[src/rtl/ram_arb_pkg.sv]
// Shared sizing for the dual-port RAM arbiter and its round-robin picker.
package ram_arb_pkg;

  localparam int NREQ_DEF = 4;
  localparam int AW_DEF   = 15;
  localparam int DW_DEF   = 4;

  // Width of a requester index; never collapses to zero bits for a single requester.
  function automatic int idWidth(input int n);
    return (n > 1) ? $clog2(n) : 1;
  endfunction

  localparam int IDW_DEF = idWidth(NREQ_DEF);

endpackage

[src/rtl/rr_pick2.sv]
// Round-robin picker: finds the first two requesters at or after the pointer.
module rr_pick2
  import ram_arb_pkg::*;
#(
  parameter int NREQ = NREQ_DEF,
  parameter int IW   = idWidth(NREQ)
) (
  input  logic [NREQ-1:0] req_i,
  input  logic [IW-1:0]   ptr_i,
  output logic [NREQ-1:0] win1_o,
  output logic [NREQ-1:0] win2_o,
  output logic            valid2_o
);

  logic [IW-1:0] idx;
  logic          have1;

  // Walk the requesters in rotated order starting at the pointer, taking the first two hits.
  always_comb begin
    win1_o   = '0;
    win2_o   = '0;
    valid2_o = 1'b0;
    have1    = 1'b0;
    idx      = '0;
    for (int k = 0; k < NREQ; k++) begin
      idx = IW'((int'(ptr_i) + k) % NREQ);
      if (req_i[idx]) begin
        if (!have1) begin
          win1_o[idx] = 1'b1;
          have1       = 1'b1;
        end else if (!valid2_o) begin
          win2_o[idx] = 1'b1;
          valid2_o    = 1'b1;
        end
      end
    end
  end

endmodule

[src/rtl/dp_ram_arbiter_4r.sv]
// Arbitrates NREQ requesters onto the two ports of a synchronous dual-port RAM
// and returns read data through a tagged three-stage pipeline per port.
module dp_ram_arbiter_4r
  import ram_arb_pkg::*;
#(
  parameter int NREQ = NREQ_DEF,
  parameter int AW   = AW_DEF,
  parameter int DW   = DW_DEF
) (
  input  logic                      clk,
  input  logic                      rst,
  input  logic [NREQ-1:0]           req,
  input  logic [NREQ-1:0]           we,
  input  logic [NREQ-1:0][AW-1:0]   addr,
  input  logic [NREQ-1:0][DW-1:0]   wdata,
  output logic [NREQ-1:0]           gnt,
  output logic [NREQ-1:0]           rvalid,
  output logic [NREQ-1:0][DW-1:0]   rdata,
  output logic                      rw_1,
  output logic                      rw_2,
  output logic [AW-1:0]             address_1,
  output logic [AW-1:0]             address_2,
  output logic [DW-1:0]             data_in_1,
  output logic [DW-1:0]             data_in_2,
  input  logic [DW-1:0]             data_out_1,
  input  logic [DW-1:0]             data_out_2
);

  localparam int IW = idWidth(NREQ);

  logic [IW-1:0]   ptr_q, ptr_d;
  logic [NREQ-1:0] win1, win2;
  logic            valid2;
  logic [IW-1:0]   idx1, idx2, lastIdx;
  logic            conflict, grant1, grant2;
  logic [NREQ-1:0] rvNext;

  // Tag pipeline: index 0 follows RAM port 1, index 1 follows RAM port 2.
  logic [1:0]      s0Vld_q, s1Vld_q;
  logic [IW-1:0]   s0Id_q [2];
  logic [IW-1:0]   s1Id_q [2];

  function automatic logic [IW-1:0] oh2idx(input logic [NREQ-1:0] oh);
    logic [IW-1:0] r;
    r = '0;
    for (int k = 0; k < NREQ; k++) begin
      if (oh[k]) r = IW'(k);
    end
    return r;
  endfunction

  rr_pick2 #(.NREQ(NREQ), .IW(IW)) u_pick (
    .req_i   (req),
    .ptr_i   (ptr_q),
    .win1_o  (win1),
    .win2_o  (win2),
    .valid2_o(valid2)
  );

  // Drop the second winner when it touches the same word as the first and either one writes.
  always_comb begin
    idx1     = oh2idx(win1);
    idx2     = oh2idx(win2);
    conflict = valid2 && (addr[idx1] == addr[idx2]) && (we[idx1] || we[idx2]);
    grant1   = (|win1) && !rst;
    grant2   = valid2 && !conflict && !rst;
    gnt      = (grant1 ? win1 : '0) | (grant2 ? win2 : '0);
    lastIdx  = grant2 ? idx2 : idx1;
    ptr_d    = ptr_q;
    if (grant1) begin
      ptr_d = (lastIdx == IW'(NREQ - 1)) ? '0 : lastIdx + 1'b1;
    end
  end

  // Register the pointer and the RAM-side command for each port at the end of the grant cycle.
  always_ff @(posedge clk) begin
    if (rst) begin
      ptr_q     <= '0;
      rw_1      <= 1'b0;
      rw_2      <= 1'b0;
      address_1 <= '0;
      address_2 <= '0;
      data_in_1 <= '0;
      data_in_2 <= '0;
    end else begin
      ptr_q     <= ptr_d;
      rw_1      <= grant1 ? we[idx1]    : 1'b0;
      address_1 <= grant1 ? addr[idx1]  : '0;
      data_in_1 <= grant1 ? wdata[idx1] : '0;
      rw_2      <= grant2 ? we[idx2]    : 1'b0;
      address_2 <= grant2 ? addr[idx2]  : '0;
      data_in_2 <= grant2 ? wdata[idx2] : '0;
    end
  end

  // Decode which requester the oldest tag stage belongs to, one flag per requester.
  always_comb begin
    rvNext = '0;
    for (int k = 0; k < NREQ; k++) begin
      rvNext[k] = (s1Vld_q[0] && (s1Id_q[0] == IW'(k))) ||
                  (s1Vld_q[1] && (s1Id_q[1] == IW'(k)));
    end
  end

  // Carry read tags alongside the RAM latency and land the data on the owning requester.
  always_ff @(posedge clk) begin
    if (rst) begin
      s0Vld_q <= '0;
      s1Vld_q <= '0;
      s0Id_q  <= '{default: '0};
      s1Id_q  <= '{default: '0};
      rvalid  <= '0;
      rdata   <= '0;
    end else begin
      s0Vld_q[0] <= grant1 && !we[idx1];
      s0Vld_q[1] <= grant2 && !we[idx2];
      s0Id_q[0]  <= idx1;
      s0Id_q[1]  <= idx2;
      s1Vld_q    <= s0Vld_q;
      s1Id_q     <= s0Id_q;
      rvalid     <= rvNext;
      for (int k = 0; k < NREQ; k++) begin
        if (s1Vld_q[0] && (s1Id_q[0] == IW'(k))) begin
          rdata[k] <= data_out_1;
        end else if (s1Vld_q[1] && (s1Id_q[1] == IW'(k))) begin
          rdata[k] <= data_out_2;
        end
      end
    end
  end

endmodule

[config.mk]
export PLATFORM = sky130hd
export DESIGN_NAME = dp_ram_arbiter_4r
export DESIGN_NICKNAME = d
export VERILOG_FILES = /design/src/rtl/ram_arb_pkg.sv /design/src/rtl/rr_pick2.sv /design/src/rtl/dp_ram_arbiter_4r.sv
export SDC_FILE = /design/constraint.sdc
export NUM_CORES = 1
export LEC_CHECK = 0
export CAP_MARGIN = 20
export CORE_ASPECT_RATIO = 2
export CORE_MARGIN = 2
export CORE_UTILIZATION = 39
export CTS_CLUSTER_SIZE = 20
export DETAILED_ROUTE_END_ITERATION = 10
export GPL_ROUTABILITY_DRIVEN = 0
export GPL_TIMING_DRIVEN = 0
export HOLD_SLACK_MARGIN = 0.15
export PLACE_DENSITY = 0.72
export REMOVE_ABC_BUFFERS = 1
export SLEW_MARGIN = 10
export SYNTH_ARGS = -nofsm -noshare
export SYNTH_HDL_FRONTEND = slang
export SYNTH_SLANG_ARGS = --single-unit
[constraint.sdc]
create_clock -name clk -period 4.35 [get_ports clk]
set_input_delay 0.6525 -clock clk [delete_from_list [all_inputs] [get_ports clk]]
set_output_delay 0.6525 -clock clk [all_outputs]
set_load 0.01 [all_outputs]
==> key figures, run 1 <==
Status
  • Status: complete, but fails checks
  • Failing checks: setup timing

Pwr
  • Peak supply drop: 555 uV
  • Internal power: 0.00365 W
  • Clock network power share: 0.114
  • Switching Power: 0.00309 W
  • Leakage power: 3.11 nW
  • Sequential share of power: 0.138
  • Pwr Density: 872 mW/mm2
  • Switching share of total power: 0.458
  • Combinational share of power: 0.748

Final layout
  • Most frequent cells in the layout: clkdlybuf4s50_1, nor2_1, dfxtp_1, buf_4, mux2i_1
  • Layout net count: 888
  • Area Growth Syn to Fin: 59.6%
  • Final non-filler cell area: 0.00772 mm2
  • Share of cells above drive strength 1: 0.219
  • Commonest non-fill, non-tap cell in the layout: clkdlybuf4s50_1

Setup path
  • R2R depth: 17
  • Critical path capture point type: primary output
  • Worst setup SP type: register
  • Critical-path cell list: clkinvlp_4, ha_4, mux4_2, buf_4, nand4_1, o21a_1, nand4_1, a31oi_1, nor2_1, mux2_2, a211oi_2, o2111a_1, a31o_4, buf_6, o22ai_4, buf_2
  • Most common cell on crit path: nand4_1
  • R2R Setup Slk: 0.10 ns
  • Max stage delay cell, worst path: o21a_1
  • Max FO, Critical Path: 12
  • WP buf/inv: 4
  • R2r startpoint: ptr_q[1]$_SDFFE_PP0P_
  • CP endpoint: gnt[0]
  • Crit path largest cell delay: 0.52 ns
  • Crit Path Category: register to primary output
  • Reg2reg end: ptr_q[0]$_SDFFE_PP0P_
  • Setup crit start: ptr_q[1]$_SDFFE_PP0P_
  • Top Family by Delay on Critical Path: compound AO/OA/AOI/OAI gates
  • Crit. path cell count: 16
  • Worst EP required: 3.70 ns
  • Arrival @ worst endpoint: 4.20 ns

Synthesis
  • Flops & latches, synth: 74
  • Yosys cell types: 68
  • Average cell area after synthesis: 8.18 um2
  • Sequential fraction of the synthesis area: 0.306
  • Area of the mapped netlist: 0.00484 mm2
  • Synth Instances: 592
  • Post-synth EDFFs: 0
  • Ys flop type: dfxtp_1
  • Post-synth ARST share: 0
  • Yosys warns: 0

Min path
  • Hold depth: 1
  • Min-delay src: s0Id_q[0]$_SDFF_PP0_
  • Tightest Hold Check Type: register to register

STA
  • F_max: 0.206 GHz
  • Post-route setup slack: -0.500 ns
  • Unrepaired setup endpoints after global routing: true
  • Slew headroom: 0.263
  • Tcrit/Tclk final: 1.12
  • Final Hold Violating Endpoints: 0
  • Worst hold margin: 0.435 ns
  • Worst clock skew: 0.0115 ns
  • Fin. max-slew vios: 0
  • Worst slew pin tran: 1.10 ns
  • Min Tclk post-route: 4.85 ns
  • Finish-stage setup viols: 4

Job
  • Max Cap Violations: 0

Detailed routing
  • Routed WL: 19900 um
  • Remaining antenna violation count: 0
  • Routed len/inst: 21.1 um
  • Residual DRC: 0
  • Vias per cell: 6.07
  • Via Count: 5717
  • Initial DRC Count: 423
  • Drt pass-1 iters: 6

Clock tree
  • Clk Latency, worst-skew pair: 0.34 ns
  • CTS buffer count: 9
  • CTS clk-pin slew, worst paths: 0.06 ns
  • H-tree depth: 3
  • Clk sinks: 74
  • CTS Buffer Depth: 2
  • CTS tree: yes
  • CTS root buf: clkbuf_16

Floorplanning
  • DIE WIDTH: 82.8 um
  • Row count: 57
  • Starting density of the core: 0.399
  • Die height: 162 um
  • I/O pin total: 158
  • Core area: 0.0121 mm2
  • Die area: 0.0134 mm2

Global routing
  • Largest net degree at the start of global routing: 32
  • First-pass GRT wire length: 30600 um
  • Tot GR Track Use: 0.299
  • Met1 usage: 0.334
  • Vias in the first global route: 5920
  • Met2 usage: 0.504
  • M3 GR Usage: 0.0497
  • GRT busiest layer: met2
  • Antenna violations before repair: 1
  • Grt ovf: 0

Placed design
  • Port Buffers: 157
  • Cell Area, Placed: 0.00647 mm2
  • Post-detail-place hpwl: 12700 um
==> flip-flops by register name, summed over array words and instances, names as in the netlist <==
signal,cells
address_2,15
address_1,15
rvalid,4
s1Vld_q,2
s0Vld_q,2
s0Id_q,4
rw_1,1
data_in_2,4
rw_2,1
ptr_q,2
data_in_1,4
s1Id_q,4
rdata,16
==> power by group through the flow <==
stage          Clock [W]  Combinational [W]  Sequential [W]
2_1_floorplan          0            0.00232         0.00101
3_3_place_gp           0            0.00342        0.000962
3_5_place_dp           0            0.00362        0.000966
4_1_cts         0.000783            0.00458        0.000927
5_1_grt         0.000803            0.00531        0.000940
6_report        0.000771            0.00504        0.000927
==> logic make-up (layout without fill, tap and decap cells) <==
logic type | count (synthesis) | after routing | synth area share
adders and majority gates | 6 | 6 | 0.0150
and+or+nand+nor | 199 | 201 | 0.209
DFF | 74 | 74 | 0.306
buffers and inverters | 80 | 279 | 0.0770
AOI/OAI and AO/OA | 159 | 160 | 0.226
xor gates and xnor gates | 15 | 15 | 0.0310
other | 0 | 1 | 0
muxes | 59 | 59 | 0.136
==> layer usage <==
metal / up-vias / wire length [um]
met3: 124 / 1640
li1: 2543 / -
met5: - / 0
met4: 0 / 1470
met2: 401 / 9970
met1: 2649 / 6770
==> worst reg2reg max path, cell delays in order, from the launching register on <==
cell	delay [ns]
dfxtp_4	0.37
clkinvlp_4	0.11
ha_4	0.31
mux4_2	0.40
buf_4	0.19
nand4_1	0.13
o21a_1	0.52
nand4_1	0.17
a31oi_1	0.30
nor2_1	0.09
mux2_2	0.29
a211oi_2	0.21
o2111a_1	0.22
a31o_4	0.20
buf_6	0.12
buf_4	0.12
mux2i_1	0.22
mux2i_1	0.10
==> worst min path at each step <==
stage	endpoint	slack (ns)
6_report	s1Id_q[0]$_SDFF_PP0_	0.44
5_1_grt	s1Id_q[2]$_SDFF_PP0_	0.46
4_1_cts	s1Id_q[0]$_SDFF_PP0_	0.44
3_5_place_dp	s1Id_q[1]$_SDFF_PP0_	0.42
3_3_place_gp	s1Id_q[0]$_SDFF_PP0_	0.42
2_1_floorplan	s1Id_q[0]$_SDFF_PP0_	0.41
==> synthesized netlist by cell type (all sizes together) (2+ instances only) <==
library cell   n  area share
o211ai        12       0.019
nor2b         18       0.023
a31oi          2      0.0026
o21a           3      0.0049
or4            2      0.0031
a22oi         12       0.019
nand2         32       0.025
and2           3      0.0039
nand2b         7      0.0090
a32oi          2      0.0052
dfxtp         74        0.31
nand3         10       0.010
nor4           4      0.0052
mux2i         50        0.10
xor2           8       0.014
o22ai          5      0.0065
nor2          77       0.060
nor3           8       0.013
nand3b         6      0.0093
a41oi          2      0.0036
or3            9       0.013
a21oi         50       0.052
mux4           5       0.023
o221ai        10       0.018
and3           2      0.0026
nand4         15       0.021
xnor2          7       0.017
or3b           3      0.0054
buf           28       0.037
a21boi         3      0.0054
inv           33       0.026
clkbuf        19       0.015
a221oi         3      0.0080
ha             5       0.013
o31ai          3      0.0047
o21ai         17       0.018
a211oi        24       0.037
mux2           4      0.0093
==> layout make-up <==
cell class	count	area, um2
timing repair buffer	230	2220
sequential	74	1490
antenna	1	2.50
multi-input combinational	441	3390
fill	974	4400
clock inverter	5	62.6
clock buffer	11	243
inverter	33	131
tap	147	184
==> stage by stage <==
stage | cells | utilization | setup slack, ns | power, W | TNS, ns
floorplan | 545 | - | -2.06 | 0.00332 | -46.21
global placement | 849 | 0.523 | -4.90 | 0.00438 | -151.83
detailed placement | 856 | 0.533 | -2.76 | 0.00458 | -63.05
CTS | 927 | 0.621 | -0.415 | 0.00629 | -1.60
global route | 942 | 0.637 | -0.650 | 0.00706 | -2.55
finish | 942 | 0.637 | -0.500 | 0.00674 | -1.94
==> repair_timing <==
item | in CTS | in global routing
gates resized for setup | 108 | 18
buffers inserted | 53 | 12
gates cloned | 2 | 2
endpoints found under the setup margin | 48 | 5
hold buffers | 0 | 0
pin swaps | 29 | 8
No activity file was read; power rests on OpenSTA's default activity.
==> run 2, diff against run 1 <==
- PLACE_DENSITY: 0.72 -> 0.7
- clock period: 4.35 -> 6 ns (I/O delays scaled with it)
==> run 2 against run 1 <==
  * Final cell count down 5.4%
  * Worst setup slack improved by 0.73 ns
  * Register-to-register slack better by 1.5 ns
  * Utilization decreased by 5.6 points
  * Wire length fell by 7.6%
  * Critical path type is now input pin to primary output
  * Via count shrank 6.3%
  * Clock-buffer cell count fell by 1
  * Highest routed layer unchanged
  * Total power down 38%
  * The run now ends clean
  * Sequential power shrank 26%
==> key figures, run 2 (same netlist as run 1, synthesis figures left out) <==
Status
  • Status: complete, no violations

Final layout
  • N_diodes: 0
  • Area Growth Syn to Fin: 45.4%
  • Share of cells above drive strength 1: 0.113
  • Register area: 0.00149 mm2
  • Fill count: 1065
  • Most frequent cells in the layout: clkdlybuf4s50_1, nor2_1, dfxtp_1, mux2i_1, a21oi_1
  • Commonest non-fill, non-tap cell in the layout: clkdlybuf4s50_1
  • Layout net count: 838
  • Layout Cells excl Fill: 891
  • Registers with the most flip-flops: rdata: 16 flops, address_1: 15 flops, address_2: 15 flops
  • Multi-input gate area: 0.00316 mm2
  • Max FFs per register: 16
  • Biggest register: rdata

Pwr
  • Leakage power: 2.80 nW
  • Clock network power share: 0.130
  • Internal power: 0.00224 W
  • Pwr Density: 596 mW/mm2
  • Sequential share of power: 0.164
  • Peak supply drop: 327 uV
  • Switching Power: 0.00195 W
  • Switching share of total power: 0.466
  • Combinational share of power: 0.706

Detailed routing
  • Remaining antenna violation count: 0
  • Via Count: 5359
  • Vias per cell: 6.01
  • Routed WL: 18300 um
  • Residual DRC: 0
  • Routed len/inst: 20.6 um
  • Initial DRC Count: 323
  • Drt pass-1 iters: 5

Setup path
  • Arrival @ worst endpoint: 4.87 ns
  • Critical path capture point type: primary output
  • Worst EP required: 5.10 ns
  • Max stage delay cell, worst path: mux4_2
  • Worst setup SP type: input pin
  • Crit Path Category: input pin to primary output
  • Max FO, Critical Path: 20
  • Critical-path cell list: clkbuf_2, mux4_2, buf_4, xnor2_4, o21a_2, a21bo_4, mux2_1, o22a_1, mux2i_1, a211oi_1, o2111a_1, a31o_4, o22ai_1, clkdlybuf4s50_1
  • Crit path largest cell delay: 0.60 ns
  • R2R depth: 16

Global routing
  • Vias in the first global route: 5383
  • Antenna violations before repair: 0
  • First-pass GRT wire length: 27200 um
  • Grt ovf: 0
  • Largest net degree at the start of global routing: 25
  • Tot GR Track Use: 0.265

Clock tree
  • CTS Buffer Depth: 2
  • CTS root buf: clkbuf_16
  • Clk sinks: 74
  • Clk Latency, worst-skew pair: 0.33 ns
  • H-tree depth: 3
  • CTS buffer count: 9
  • CTS tree: yes
  • CTS clk-pin slew, worst paths: 0.05 ns
  • Post-cts hold buffer count: 0

Min path
  • Hold depth: 1
  • Tightest Hold Check Type: register to register

STA
  • Min Tclk post-route: 5.77 ns
  • F_max: 0.173 GHz
  • Worst clock skew: 0.00980 ns
  • Fin. max-slew vios: 0
  • Finish-stage setup viols: 0
  • Slew headroom: 0.276
  • Final Hold Violating Endpoints: 0
  • Worst slew pin tran: 1.08 ns
  • Unrepaired setup endpoints after global routing: false
  • Tcrit/Tclk final: 0.961
  • Setup_tns: 0 ns

Placed design
  • Inst Count DP: 856
  • Post-detail-place hpwl: 12600 um
  • Port Buffers: 157

Floorplanning
  • Die height: 162 um
  • Starting density of the core: 0.399
  • I/O pin total: 158
  • Die area: 0.0134 mm2
  • DIE WIDTH: 82.8 um
  • Core area: 0.0121 mm2
  • Row count: 57

Job
  • Max Cap Violations: 0
[run 2: per-layer routing]
layer  wire (um)  vias to the layer above  global-route usage
met4        1230                        0               0.169
met5           0                        -                   0
met1        6530                     2506               0.296
li1            -                     2445                   -
met2        9350                      323               0.449
met3        1230                       85              0.0419
[run 2: per-stage QoR]
step / instance area (um2) / utilization / setup WS [ns] / power, W / hold slack, ns
3_3_place_gp: 6350 / 0.523 / -3.54 / 0.00317 / 0.417
5_1_grt: 7040 / 0.581 / 0.0363 / 0.00444 / 0.464
4_1_cts: 6960 / 0.574 / 0.0616 / 0.00404 / 0.442
3_5_place_dp: 6460 / 0.533 / -1.44 / 0.00330 / 0.428
2_1_floorplan: 4590 / - / -0.654 / 0.00241 / 0.414
6_report: 7040 / 0.581 / 0.234 / 0.00420 / 0.434
[run 2: worst paths after layout]
check                        start                      end  slack [ns]
max                         req[1]                   gnt[3]        0.23
min           s0Id_q[0]$_SDFF_PP0_     s1Id_q[0]$_SDFF_PP0_        0.43
max reg2reg  ptr_q[0]$_SDFFE_PP0P_  data_in_2[2]$_SDFF_PP0_        1.60
min reg2reg   s0Id_q[0]$_SDFF_PP0_     s1Id_q[0]$_SDFF_PP0_        0.43
[run 2: power by group through the flow]
stage,combinational [W],sequential [W],clock [W]
after detailed placement,0.00260,0.000701,0
after CTS,0.00279,0.000695,0.000553
after global routing,0.00316,0.000700,0.000578
final,0.00296,0.000687,0.000547
after global placement,0.00247,0.000696,0
after floorplan,0.00168,0.000730,0
[run 2: timing repair]
item,4_1_cts,5_1_grt
setup buffers,10,6
pin swaps,5,4
cloned,2,1
setup endpoints to repair,20,4
resized for setup,30,17
[run 2: critical path, delay by kind of cell]
family | cells | cell delay (ns)
AOI/OAI and AO/OA | 7 | 1.75
muxes | 3 | 1.12
buffers and inverters | 3 | 0.97
xor gates and xnor gates | 1 | 0.13
[run 2: layout make-up]
class / instances / share of cell area
multi-input cells: 441 / 0.448
repair buffers: 180 / 0.253
flip-flops and latches: 74 / 0.212
clock buffers: 10 / 0.0339
well taps: 147 / 0.0261
inverters: 33 / 0.0176
clock inverters: 6 / 0.00924
==> run 3, diff against run 2 <==
- ABC_AREA: not set -> 1
- CAP_MARGIN: 20 -> not set
- CORE_MARGIN: 2 -> 5
==> run 3 against run 2 <==
  * Clock skew is 0.0036 ns lower
  * Via count is 6.0% higher
  * Critical path type unchanged
  * Utilization is 1.4 points lower
  * Non-clock buffer count is 23 lower
  * Maximum frequency is 0.92% higher
  * Sequential share of layout area is 0.42 points higher
  * Critical path depth is 8 higher
  * Sequential cell count stayed put
  * Wire length is 1.8% lower
  * Global-route usage is 2.7 points lower
==> key figures, run 3 <==
Status
  • Status: complete, no violations

Detailed routing
  • Drt pass-1 iters: 5
  • Routed len/inst: 16.5 um
  • Vias per cell: 5.22
  • Remaining antenna violation count: 0
  • Initial DRC Count: 430
  • Residual DRC: 0
  • Via Count: 5681
  • Routed WL: 18000 um

STA
  • Final Hold Violating Endpoints: 0
  • Slew headroom: 0.311
  • Min Tclk post-route: 5.71 ns
  • Tcrit/Tclk final: 0.952
  • Fin. max-slew vios: 0
  • F_max: 0.175 GHz
  • Worst slew pin tran: 1.03 ns
  • Unrepaired setup endpoints after global routing: false
  • Finish-stage setup viols: 0
  • Worst clock skew: 0.00617 ns

Final layout
  • Biggest register: rdata
  • Commonest non-fill, non-tap cell in the layout: nand2_1
  • Fill count: 1227
  • Layout net count: 1035
  • Area Growth Syn to Fin: 42.9%
  • Registers with the most flip-flops: rdata: 16 flops, address_1: 15 flops, address_2: 15 flops
  • Most frequent cells in the layout: nand2_1, clkdlybuf4s50_1, inv_1, nand3_1, nor2_1
  • Final non-filler cell area: 0.00687 mm2
  • Share of cells above drive strength 1: 0.0723
  • Max FFs per register: 16

Setup path
  • Worst setup SP type: input pin
  • Arrival @ worst endpoint: 4.81 ns
  • Critical path capture point type: primary output
  • Max FO, Critical Path: 27
  • Worst EP required: 5.10 ns
  • Crit Path Category: input pin to primary output

Floorplanning
  • Row count: 57
  • Core area: 0.0121 mm2
  • DIE WIDTH: 88.5 um
  • I/O pin total: 158
  • Die area: 0.0148 mm2
  • Starting density of the core: 0.397
  • Die height: 167 um

Synthesis
  • Top post-synthesis cells by area: dfxtp_1, nand2_1, nand3_1
  • Synth Instances: 795
  • Average cell area after synthesis: 6.05 um2
  • Yosys cell types: 39
  • Synth top area share: 0.308
  • Top post-synthesis cells by count: nand2_1, inv_1, nand3_1, dfxtp_1, nor2_1
  • Ys flop type: dfxtp_1
  • Flops & latches, synth: 74
  • Post-synth ARST share: 0
  • Yosys top cell by area: dfxtp_1
  • Most common cell in the netlist: nand2_1
  • Area of the mapped netlist: 0.00481 mm2
  • Yosys warns: 0
  • Sequential fraction of the synthesis area: 0.308
  • Post-synth EDFFs: 0

Global routing
  • Vias in the first global route: 5421
  • Tot GR Track Use: 0.237
  • Largest net degree at the start of global routing: 37
  • First-pass GRT wire length: 26900 um
  • Antenna violations before repair: 1
  • Grt ovf: 0

Clock tree
  • Clk sinks: 74
  • Post-cts hold buffer count: 0
  • CTS Buffer Depth: 2
  • CTS tree: yes
  • H-tree depth: 3
  • CTS buffer count: 9
  • CTS root buf: clkbuf_16
  • CTS clk-pin slew, worst paths: 0.06 ns
  • Clk Latency, worst-skew pair: 0.34 ns
  • # Post-CTS Setup Buffers: 0

Placed design
  • Cell Area, Placed: 0.00640 mm2
  • Post-detail-place hpwl: 12800 um
  • Port Buffers: 157

Job
  • Max Cap Violations: 0

Min path
  • Tightest Hold Check Type: register to register
## run 3: cell count changes in the layout (fill, tap and decap cells not counted), sizes merged, moves of 14 or more
cell / delta
nand3: +68
mux2i: -50
nor2b: -18
o21ai: +63
nand4: -14
nand2: +248
inv: +60
buf: -24
a211oi: -24
## run 3: final timing paths
| path | from | end | slack [ns] | cells past startpoint |
|---|---|---|---|---|
| max reg2reg | ptr_q[1]$_SDFFE_PP0P_ | ptr_q[1]$_SDFFE_PP0P_ | 1.95 | 26 |
| min | s0Id_q[2]$_SDFF_PP0_ | s1Id_q[2]$_SDFF_PP0_ | 0.40 | 2 |
| max | req[1] | gnt[0] | 0.29 | 22 |
| min reg2reg | s0Id_q[2]$_SDFF_PP0_ | s1Id_q[2]$_SDFF_PP0_ | 0.40 | 2 |
## run 3: cell type report
class	count	area [um2]	share of cell area
multi-input combinational	597	2890	0.421
inverter	96	374	0.0544
timing repair inverter	1	5.00	0.000728
clock inverter	6	138	0.0200
clock buffer	10	229	0.0333
timing repair buffer	157	1570	0.228
antenna	1	2.50	0.000364
sequential	74	1480	0.216
tap	147	184	0.0268
## run 3: cells by family after synthesis
kind of cell,Yosys count,synth area share
compound gates,143,0.162
flops,74,0.308
simple gates,447,0.407
fa+ha+maj,5,0.0130
buf+inv,126,0.111
## run 3: critical path, cell delays in order
cell,delay [ns]
clkdlybuf4s50_1,0.50
nand2_1,0.08
nand3_1,0.13
nand2_4,0.11
inv_4,0.12
nand2_8,0.09
o21ai_4,0.39
nand2_4,0.16
nand2_4,0.25
nand2_8,0.20
o21ai_1,0.21
nand2_1,0.11
nor2_1,0.15
nor2_1,0.07
nand2_1,0.10
nor2_2,0.06
nand2_4,0.14
nand2_8,0.13
inv_1,0.13
o21ai_0,0.08
o21ai_0,0.10
clkdlybuf4s50_1,0.57
## run 3: stage by stage
| stage | hold slack [ns] | utilization | setup TNS [ns] | instances | worst slack, ns |
|---|---|---|---|---|---|
| 3_5_place_dp | 0.395 | 0.528 | -1.56 | 1069 | -0.478 |
| 2_1_floorplan | 0.388 | - | 0 | 765 | 1.66 |
| 5_1_grt | 0.418 | 0.567 | 0 | 1089 | 0.0350 |
| 4_1_cts | 0.406 | 0.562 | 0 | 1085 | 0.0182 |
| 6_report | 0.403 | 0.567 | 0 | 1089 | 0.287 |
| 3_3_place_gp | 0.390 | 0.528 | -1.53 | 1069 | -0.455 |
## run 3: routing by layer
layer	wire length [um]	GRT usage	up-vias
met5	0	0	-
met4	744	0.116	0
met3	977	0.0316	45
met2	10000	0.453	206
met1	6260	0.239	2611
li1	-	-	2819
## run 3: timing repair
item,CTS,global route
cloned,0,3
gates resized for setup,11,7
pin swaps,0,1
setup endpoints to repair,4,4
Power of run 3 is not shown: default switching activity piles up to over one toggle a cycle in this logic, so the estimate is an artifact.
